--- config.mk ---
export PLATFORM = sky130hd
export DESIGN_NAME = div_issue_ctrl
export DESIGN_NICKNAME = d
export VERILOG_FILES = /design/src/rtl/div_ctrl_pkg.sv /design/src/rtl/axis_src_hold.sv /design/src/rtl/div_issue_ctrl.sv
export SDC_FILE = /design/constraint.sdc
export NUM_CORES = 1
export LEC_CHECK = 0
export CAP_MARGIN = 20
export CORE_AREA = 2 2 131 133
export DETAILED_ROUTE_END_ITERATION = 12
export DIE_AREA = 0 0 133 135
export GPL_ROUTABILITY_DRIVEN = 0
export PLACE_DENSITY = 0.85
export SYNTH_ARGS = -nofsm -noshare
export SYNTH_HDL_FRONTEND = slang
export SYNTH_HIERARCHICAL = 1
export SYNTH_SLANG_ARGS = --single-unit
export TNS_END_PERCENT = 20
--- constraint.sdc ---
create_clock -name clk -period 6.06 [get_ports clk]
set_input_delay 0.606 -clock clk [delete_from_list [all_inputs] [get_ports clk]]
set_output_delay 0.606 -clock clk [all_outputs]
set_load 0.005 [all_outputs]
--- src/rtl/div_ctrl_pkg.sv ---
// Shared types and constants for the divider issue controller.
package div_ctrl_pkg;

  // Default operand / quotient / remainder width.
  localparam int DATA_W_DEF = 32;

  // Field positions inside a default-width {quot, rem} core result word.
  localparam int QUOT_MSB = 2 * DATA_W_DEF - 1;
  localparam int QUOT_LSB = DATA_W_DEF;
  localparam int REM_MSB  = DATA_W_DEF - 1;
  localparam int REM_LSB  = 0;

  // One-hot controller states.
  typedef enum logic [4:0] {
    ST_IDLE  = 5'b00001,
    ST_ISSUE = 5'b00010,
    ST_WAIT  = 5'b00100,
    ST_DONE  = 5'b01000,
    ST_DRAIN = 5'b10000
  } state_e;

endpackage

--- src/rtl/axis_src_hold.sv ---
// One AXI-stream source channel: a pending bit armed by start and retired by
// the handshake, with tvalid gated by the controller's issue window.
module axis_src_hold (
  input  logic clk,
  input  logic reset,
  input  logic start,
  input  logic tready,
  input  logic enable,
  output logic tvalid,
  output logic done
);

  logic pend_q;

  // Pending bit: set when a request is accepted, cleared on this channel's handshake.
  always_ff @(posedge clk) begin
    // NOTE: state registers use non-blocking assignments so every flop samples
    // pre-edge values; blocking here would create order-dependent simulation races.
    if (reset) begin
      pend_q <= 1'b0;
    end else if (start) begin
      pend_q <= 1'b1;
    end else if (tvalid && tready) begin
      pend_q <= 1'b0;
    end
  end

  // A stale pend bit left by an abandoned request is harmless: enable is low
  // outside the issue window and the next start re-arms it anyway.
  assign tvalid = pend_q & enable;

  // Channel complete, including the cycle in which the handshake happens.
  assign done = !pend_q || (tvalid && tready);

endmodule

--- src/rtl/div_issue_ctrl.sv ---
// Sequencing controller between EX and the signed / unsigned divider cores.
// Issues both operand channels independently, waits for the selected core,
// holds the {quot, rem} result for EX, and abandons or drains on flush.
module div_issue_ctrl
  import div_ctrl_pkg::*;
#(
  parameter int DATA_W = DATA_W_DEF
) (
  input  logic                clk,
  input  logic                reset,
  input  logic                req_valid,
  output logic                req_ready,
  input  logic                req_signed,
  input  logic [DATA_W-1:0]   req_src1,
  input  logic [DATA_W-1:0]   req_src2,
  input  logic                flush,
  output logic                resp_valid,
  input  logic                resp_ready,
  output logic [DATA_W-1:0]   resp_quot,
  output logic [DATA_W-1:0]   resp_rem,
  output logic                busy,
  output logic [DATA_W-1:0]   s_dvd_tdata,
  output logic [DATA_W-1:0]   s_dvs_tdata,
  output logic                sd_dvd_tvalid,
  input  logic                sd_dvd_tready,
  output logic                sd_dvs_tvalid,
  input  logic                sd_dvs_tready,
  input  logic                sd_dout_tvalid,
  input  logic [2*DATA_W-1:0] sd_dout_tdata,
  output logic                ud_dvd_tvalid,
  input  logic                ud_dvd_tready,
  output logic                ud_dvs_tvalid,
  input  logic                ud_dvs_tready,
  input  logic                ud_dout_tvalid,
  input  logic [2*DATA_W-1:0] ud_dout_tdata
);

  state_e              state_q, state_d;
  logic                sel_signed_q;
  logic                flushed_q;
  logic [DATA_W-1:0]   src1_q, src2_q;
  logic [2*DATA_W-1:0] result_q;

  logic                accept;
  logic                capture;
  logic                issue_en;
  logic                dvd_tvalid, dvs_tvalid;
  logic                dvd_done, dvs_done;
  logic                dvd_tready, dvs_tready;
  logic                dout_tvalid;
  logic [2*DATA_W-1:0] dout_tdata;

  // Route the selected core's handshake inputs; the other core is ignored.
  assign dvd_tready  = sel_signed_q ? sd_dvd_tready  : ud_dvd_tready;
  assign dvs_tready  = sel_signed_q ? sd_dvs_tready  : ud_dvs_tready;
  assign dout_tvalid = sel_signed_q ? sd_dout_tvalid : ud_dout_tvalid;
  assign dout_tdata  = sel_signed_q ? sd_dout_tdata  : ud_dout_tdata;

  assign issue_en = (state_q == ST_ISSUE);
  assign accept   = (state_q == ST_IDLE) && req_valid && !flush;
  assign capture  = (state_q == ST_WAIT) && dout_tvalid && !flush;

  axis_src_hold u_dvd_hold (
    .clk    (clk),
    .reset  (reset),
    .start  (accept),
    .tready (dvd_tready),
    .enable (issue_en),
    .tvalid (dvd_tvalid),
    .done   (dvd_done)
  );

  axis_src_hold u_dvs_hold (
    .clk    (clk),
    .reset  (reset),
    .start  (accept),
    .tready (dvs_tready),
    .enable (issue_en),
    .tvalid (dvs_tvalid),
    .done   (dvs_done)
  );

  // State register.
  always_ff @(posedge clk) begin
    if (reset) begin
      state_q <= ST_IDLE;
    end else begin
      state_q <= state_d;
    end
  end

  // Next-state logic.
  always_comb begin
    // NOTE: default assignment first so every path drives state_d and no latch is inferred.
    state_d = state_q;
    unique case (state_q)
      ST_IDLE: begin
        if (req_valid && !flush) state_d = ST_ISSUE;
      end
      ST_ISSUE: begin
        // Nothing handed to a core yet: drop the request outright. Once either
        // operand has gone, the other must follow so the core is not stranded.
        if (flush && !dvd_done && !dvs_done) begin
          state_d = ST_IDLE;
        end else if (dvd_done && dvs_done) begin
          state_d = (flushed_q || flush) ? ST_DRAIN : ST_WAIT;
        end
      end
      ST_WAIT: begin
        if (flush) begin
          state_d = dout_tvalid ? ST_IDLE : ST_DRAIN;
        end else if (dout_tvalid) begin
          state_d = ST_DONE;
        end
      end
      ST_DONE: begin
        if (resp_ready || flush) state_d = ST_IDLE;
      end
      ST_DRAIN: begin
        if (dout_tvalid) state_d = ST_IDLE;
      end
      default: state_d = ST_IDLE;
    endcase
  end

  // Output decode from state plus per-core tvalid routing.
  always_comb begin
    req_ready     = (state_q == ST_IDLE) && !flush;
    busy          = (state_q != ST_IDLE);
    resp_valid    = (state_q == ST_DONE);
    sd_dvd_tvalid = dvd_tvalid &  sel_signed_q;
    sd_dvs_tvalid = dvs_tvalid &  sel_signed_q;
    ud_dvd_tvalid = dvd_tvalid & ~sel_signed_q;
    ud_dvs_tvalid = dvs_tvalid & ~sel_signed_q;
  end

  // Operand, selection, flushed-flag and result registers.
  always_ff @(posedge clk) begin
    if (reset) begin
      src1_q       <= '0;
      src2_q       <= '0;
      sel_signed_q <= 1'b0;
      flushed_q    <= 1'b0;
      result_q     <= '0;
    end else begin
      if (accept) begin
        src1_q       <= req_src1;
        src2_q       <= req_src2;
        sel_signed_q <= req_signed;
        flushed_q    <= 1'b0;
      end else if (issue_en && flush) begin
        flushed_q    <= 1'b1;
      end
      if (capture) begin
        result_q <= dout_tdata;
      end
    end
  end

  // Operands are held for the whole issue window, so tdata is stable under tvalid.
  assign s_dvd_tdata = src1_q;
  assign s_dvs_tdata = src2_q;
  assign resp_quot   = result_q[2*DATA_W-1:DATA_W];
  assign resp_rem    = result_q[DATA_W-1:0];

endmodule

Word level (Yosys, flattened, before mapping) --
Index checks and enable logic that the tools add are counted.
Word-level totals: register bits 137, bits in latches 0, memory bits (writable) 0, ROM bits 0, input port bits 204, memories kept 0
Operators by class: add/subtract/negate cells 0, multiply operators 0, divide/modulo/power cells 0, order comparisons 0, equality and inequality tests 11, shift-type cells 0, mux-type cells 18, bitwise operators 7, reductions and logical operators 25
Operators with widths (count):
- 64-bit two-way mux | 1
- 5-bit two-way mux | 9
- 5-bit case mux with 5 select lines | 1
- 1-bit logical AND | 12
- 1-bit two-way mux | 7
- 1-bit bitwise AND | 6
- 5-bit by 1-bit equality test with 1-bit output (second input constant) | 1
- 5-bit by 2-bit equality test with 1-bit output (second input constant) | 1
- 5-bit by 3-bit equality test with 1-bit output (second input constant) | 1
- 5-bit by 4-bit equality test with 1-bit output (second input constant) | 1
- 5-bit equality test (second input constant) | 1
- 1-bit zero test | 5
- 5-bit by 1-bit inequality test with 1-bit output (second input constant) | 1
- 5-bit AND reduction | 1
- 1-bit logical OR | 4
- 2-bit inequality test (second input constant) | 2
- 2-bit nonzero test | 2
- 3-bit by 1-bit inequality test with 1-bit output (second input constant) | 1
- 3-bit inequality test (second input constant) | 1
- 2-bit by 1-bit inequality test with 1-bit output (second input constant) | 1
- 2-bit OR reduction | 1
- 1-bit NOT | 1

Logic depth before layout (Yosys ltp) --
word-level depth 9, depth in mapped cells 8

By module --
Netlist, hierarchy kept.
Modules (own cells, without submodules):
- div_issue_ctrl | times used 1, cells an instance 631, area an instance 5776.8 µm², seq. area each 2702.6 µm²
- axis_src_hold | times used 2, cells an instance 5, area an instance 56.3 µm², seq. area each 20.0 µm²

Worst setup path before layout --
Ideal clock, no wire load.
path kind register -> register, start point register sel_signed_q, end point register state_q[1], library setup time 0.070 ns, arrival 2.185 ns, slack 3.805 ns, stages on the path, launching flop included 9, period minus slack after synthesis 2.255 ns, path through dfxtp_1 > buf_2 > buf_1 > mux2_2 > a21bo_4 > xnor2_1 > o221ai_1 > or3_1 > a21oi_1
Between the ends: word-level cells in the longest chain between the ends 8
Ends and longest elaborated chain:
- start: declaration | line div_issue_ctrl.sv:39 | logic sel_signed_q;
- start signal: assignment | line div_issue_ctrl.sv:149 | sel_signed_q <= req_signed;
- 1-bit two-way mux * | line div_issue_ctrl.sv:54 | assign dvd_tready = sel_signed_q ? sd_dvd_tready : ud_dvd_tready;
- via dvd_tready | line div_issue_ctrl.sv:49 | logic dvd_tready, dvs_tready;
- 1-bit logical AND * | line axis_src_hold.sv:33 | assign done = !pend_q || (tvalid && tready);
- 1-bit logical OR * | line axis_src_hold.sv:33
- via dvd_done | line div_issue_ctrl.sv:48 | logic dvd_done, dvs_done;
- 1-bit zero test | line div_issue_ctrl.sv:103 | if (flush && !dvd_done && !dvs_done) begin
- 1-bit logical AND (2 in a row) | line div_issue_ctrl.sv:103
- 3-bit by 1-bit inequality test with 1-bit output (no line) / 5-bit two-way mux (equally long branches)
- 5-bit AND reduction (no line) / 5-bit case mux with 5 select lines (equally long branches)
- end signal: assignment | line div_issue_ctrl.sv:88 | state_q <= state_d;
- end: declaration | line div_issue_ctrl.sv:38 | state_e state_q, state_d;
The timed path passes the listed nets; every way through them passes the cells marked *. A chain may end at the register's enable or synchronous reset.

Worst setup path after layout --
start point register sel_signed_q, end point output sd_dvs_tvalid
Between the ends: word-level cells in the longest chain between the ends 1
Ends and longest elaborated chain:
- 1-bit bitwise AND | line div_issue_ctrl.sv:132 | sd_dvs_tvalid = dvs_tvalid & sel_signed_q;
- end: declaration | line div_issue_ctrl.sv:26 | output logic sd_dvs_tvalid,
No other way between the ends.

==> metrics.txt <==
max-capacitance violation count 0; Port-buffer cells 338; internal power component between 0.002 and 0.0025 W; WL met1 between 7000 and 8000 um; number of core rows 47; share of post-route cells with drive strength above 1 10.4%; number of nets with antenna violations after routing 0; total routing usage reported by global routing roughly a fifth; starting utilization of the core area a little over a third; Routed WL around 19000 um; Hold WC Path Type reg2reg; RSZ-0062 raised after global routing false; number of fillers in the final layout between 1000 and 1500; via count around 5800; mean instance size in the synthesized netlist ~9 sq um; R2R Path End result_q[32]$_SDFFE_PP0P_; maximum number of pins on one net before global-route repair 85; slew at the pin closest to its max-slew limit 0.969 ns; Sw Ratio ~25%; smallest hold slack roughly 0.45 ns; Final Slew Violations 0; initial antenna violation count 3; Max Fclk 0.327 GHz; total CTS buffers 17; number of cells on the worst hold path 2; First DRT Iteration DRCs ~220; area share of xor/xnor cells in the synthesized design less than 1%; synthesized netlist net count 845; largest family of logic cells by synthesized area compound AO/OA/AOI/OAI gates; number of buffers inserted to repair setup after CTS 0; HPWL after detailed placement around 14000 um; die width approximately 130 um; met3 WL roughly 1800 um; root buffer cell clkbuf_16; Data required, critical path between 5 and 6 ns; number of unique standard cell types used by synthesis 41; aggregate global routing overflow 0; Clk Latency, worst-skew pair between 0.4 and 0.5 ns; hold buffer count at CTS 0; critical hold path startpoint s_dvs_tdata[29]$_SDFFE_PP0P_; reg-to-reg slack, setup about 3.1 ns; count of mapped cells out of synthesis 641; total number of H-tree levels 4; number of storage elements in the synthesis netlist ~140; wire length per cell ~16 um; Gate power share between 20% and 30%; final critical delay including setup and external delays a little over 3 ns; Via-to-Cell Ratio about 4.8; maximum resistive drop on vdd roughly 0.00019 V; Synthesis Warnings 6; first-pass GRT wire length roughly 29000 um; drt pass-1 iters 4; post-synthesis to final-layout area growth 70.0%; Worst Path Arrival 2.45 ns; CTS tree built; clock-pin slew of the registers on the worst-case setup and hold paths ~0.060 ns; Flop pwr share approximately 36%; placeable core region 0.0164 sq mm; IO Count ~340; final clock skew 0.00922 ns; Worst Path Class, Setup reg2out; share of the core filled with cells in the final layout 61.0%; top layer used by detailed routing met4; PwrDens roughly 280 mW/mm^2; terminating pin of the worst hold path s_dvs_tdata[29]$_SDFFE_PP0P_; multiplexer share of the synthesized area between 10% and 20%; Residual DRC 0; Period Utilization, post-route roughly half; simple-gate share of the synthesized area between 15 and 20%; worst r2r src state_q[4]$_SDFFE_PP0P_; launching element type of the critical path flip-flop; total length of routed met2 wires roughly 9400 um; setup violators final 0; number of cells on the worst reg-to-reg path 7; clock buffer depth 2; clock sinks 137; hold violation count in the final report 0; Pleak around 3.3 nW; final-layout setup total negative slack 0 ns; worst slew margin relative to its limit 35.4%; maximum net fanout on the critical path 56; Nets 1156; switching power 0.000687 W; result of the run finished clean; CP max stage delay 0.77 ns; via count of the first global-routing pass between 5000 and 6000; clock network fraction of design power 43.5%; worst path cell trace buf_4 > and2_1 > clkdlybuf4s50_1; Gates resized, CTS repair 0; Synth Area in Compound Gates 20.8%; register area share after synthesis 46.6%; slowest cell on the critical path buf_4; overall die area around 0.018 sq mm; synthesized-area fraction occupied by adder cells 0%; Synth Cell Area approximately 0.0059 sq mm; vertical die dimension 135 um; type of element capturing the critical path primary output
metrics by stage:
stage / std cells / cell area (sq um) / setup slack, ns / total power, W
2_1_floorplan: 641 / 5890 / 3.80 / 0.00129
3_3_place_gp: 1153 / 9310 / 2.88 / 0.00159
3_5_place_dp: 1153 / 9310 / 2.73 / 0.00160
4_1_cts: 1185 / 10000 / 2.93 / 0.00284
5_1_grt: 1188 / 10000 / 2.84 / 0.00293
6_report: 1188 / 10000 / 3.00 / 0.00279
power groups by stage:
| stage | Combinational, W | Clock [W] | Sequential [W] |
|---|---|---|---|
| global placement | 0.000575 | 0 | 0.00102 |
| CTS | 0.000586 | 0.00125 | 0.00100 |
| global route | 0.000630 | 0.00129 | 0.00101 |
| finish | 0.000577 | 0.00122 | 0.00100 |
| detailed placement | 0.000581 | 0 | 0.00102 |
| floorplan | 0.000278 | 0 | 0.00102 |
layout make-up:
cell class | instances | area [sq um] | share of cell area, %
inverter | 7 | 26.3 | 0.262
antenna | 3 | 7.51 | 0.0750
timing repair buffer | 344 | 3430 | 34.2
multi-input combinational | 445 | 2840 | 28.4
clock inverter | 11 | 241 | 2.41
tap | 220 | 275 | 2.75
clock buffer | 21 | 450 | 4.50
sequential | 137 | 2750 | 27.4
cells in the mapped netlist, drive strengths merged:
library cell,instances,share of area [%]
or3,2,0.21
a21oi,74,6.4
a21bo,2,0.55
inv,7,0.45
o21ai,4,0.34
nor2b,3,0.32
nand3,4,0.34
buf,29,3.4
dfxtp,137,47
nor2,68,4.3
nor3,4,0.62
nand4b,1,0.15
a211o,1,0.15
nand2,131,8.3
clkbuf,23,1.5
a211oi,64,12
o31ai,1,0.13
o311ai,1,0.15
xnor2,1,0.15
o221ai,1,0.15
nor4,1,0.11
nand4,1,0.11
a31oi,2,0.21
nand3b,2,0.25
nor4b,1,0.15
a21o,1,0.13
nand2b,2,0.21
and2,4,0.47
mux2,2,0.38
or2,1,0.11
mux2i,65,11
o221a,1,0.19
cells in the final DEF (no fill, tap or decap), drive strengths merged, types with 3 or more instances in the layout:
| master | netlist | routed |
|---|---|---|
| mux2i | 65 | 65 |
| clkdlybuf4s50 | 0 | 337 |
| diode | 0 | 3 |
| inv | 7 | 8 |
| nor3 | 4 | 4 |
| bufinv | 0 | 7 |
| clkbuf | 23 | 21 |
| nand3 | 4 | 4 |
| a211oi | 64 | 64 |
| a21oi | 74 | 74 |
| o21ai | 4 | 4 |
| and2 | 4 | 4 |
| dfxtp | 137 | 137 |
| nand2 | 131 | 131 |
| nor2 | 68 | 68 |
| nor2b | 3 | 3 |
| clkinv | 0 | 3 |
| buf | 29 | 7 |
metal layers:
layer / track usage, % / up-vias
li1: - / 2843
met1: 21.5 / 2634
met2: 36.1 / 248
met3: 9.01 / 36
met4: 9.38 / 0
met5: 0 / -
registers in the layout (all words and copies together), names as in the netlist:
signal             flops
result_q              64
s_dvd_tdata           32
s_dvs_tdata           32
state_q                5
flushed_q              1
sel_signed_q           1
u_dvd_hold/pend_q      1
u_dvs_hold/pend_q      1
how the worst max path moves through the flow:
| stage | start | endpoint | slack [ns] |
|---|---|---|---|
| 5_1_grt | state_q[4]$_SDFFE_PP0P_ | result_q[62]$_SDFFE_PP0P_ | 2.84 |
| 4_1_cts | sel_signed_q$_SDFFE_PP0P_ | sd_dvs_tvalid | 2.93 |
| 2_1_floorplan | sel_signed_q$_SDFFE_PP0P_ | state_q[1]$_SDFFE_PP0P_ | 3.80 |
| 3_5_place_dp | flush | result_q[62]$_SDFFE_PP0P_ | 2.73 |
| 6_report | sel_signed_q$_SDFFE_PP0P_ | sd_dvs_tvalid | 3.00 |
| 3_3_place_gp | flush | result_q[52]$_SDFFE_PP0P_ | 2.88 |
cells by family (layout without fill, tap and decap cells):
kind of cell,Yosys count,after routing
mux,67,67
flops,137,137
other cells,0,3
simple gates,225,225
xor+xnor,1,1
compound gates,152,152
buf+inv,59,383
critical path, delay by kind of cell (launching register included):
family                 cells  cell delay (ns)
buffers and inverters      2             1.30
flip-flops                 1             0.50
AND/OR/NAND/NOR            1             0.23
No activity file was read; power rests on OpenSTA's default activity.
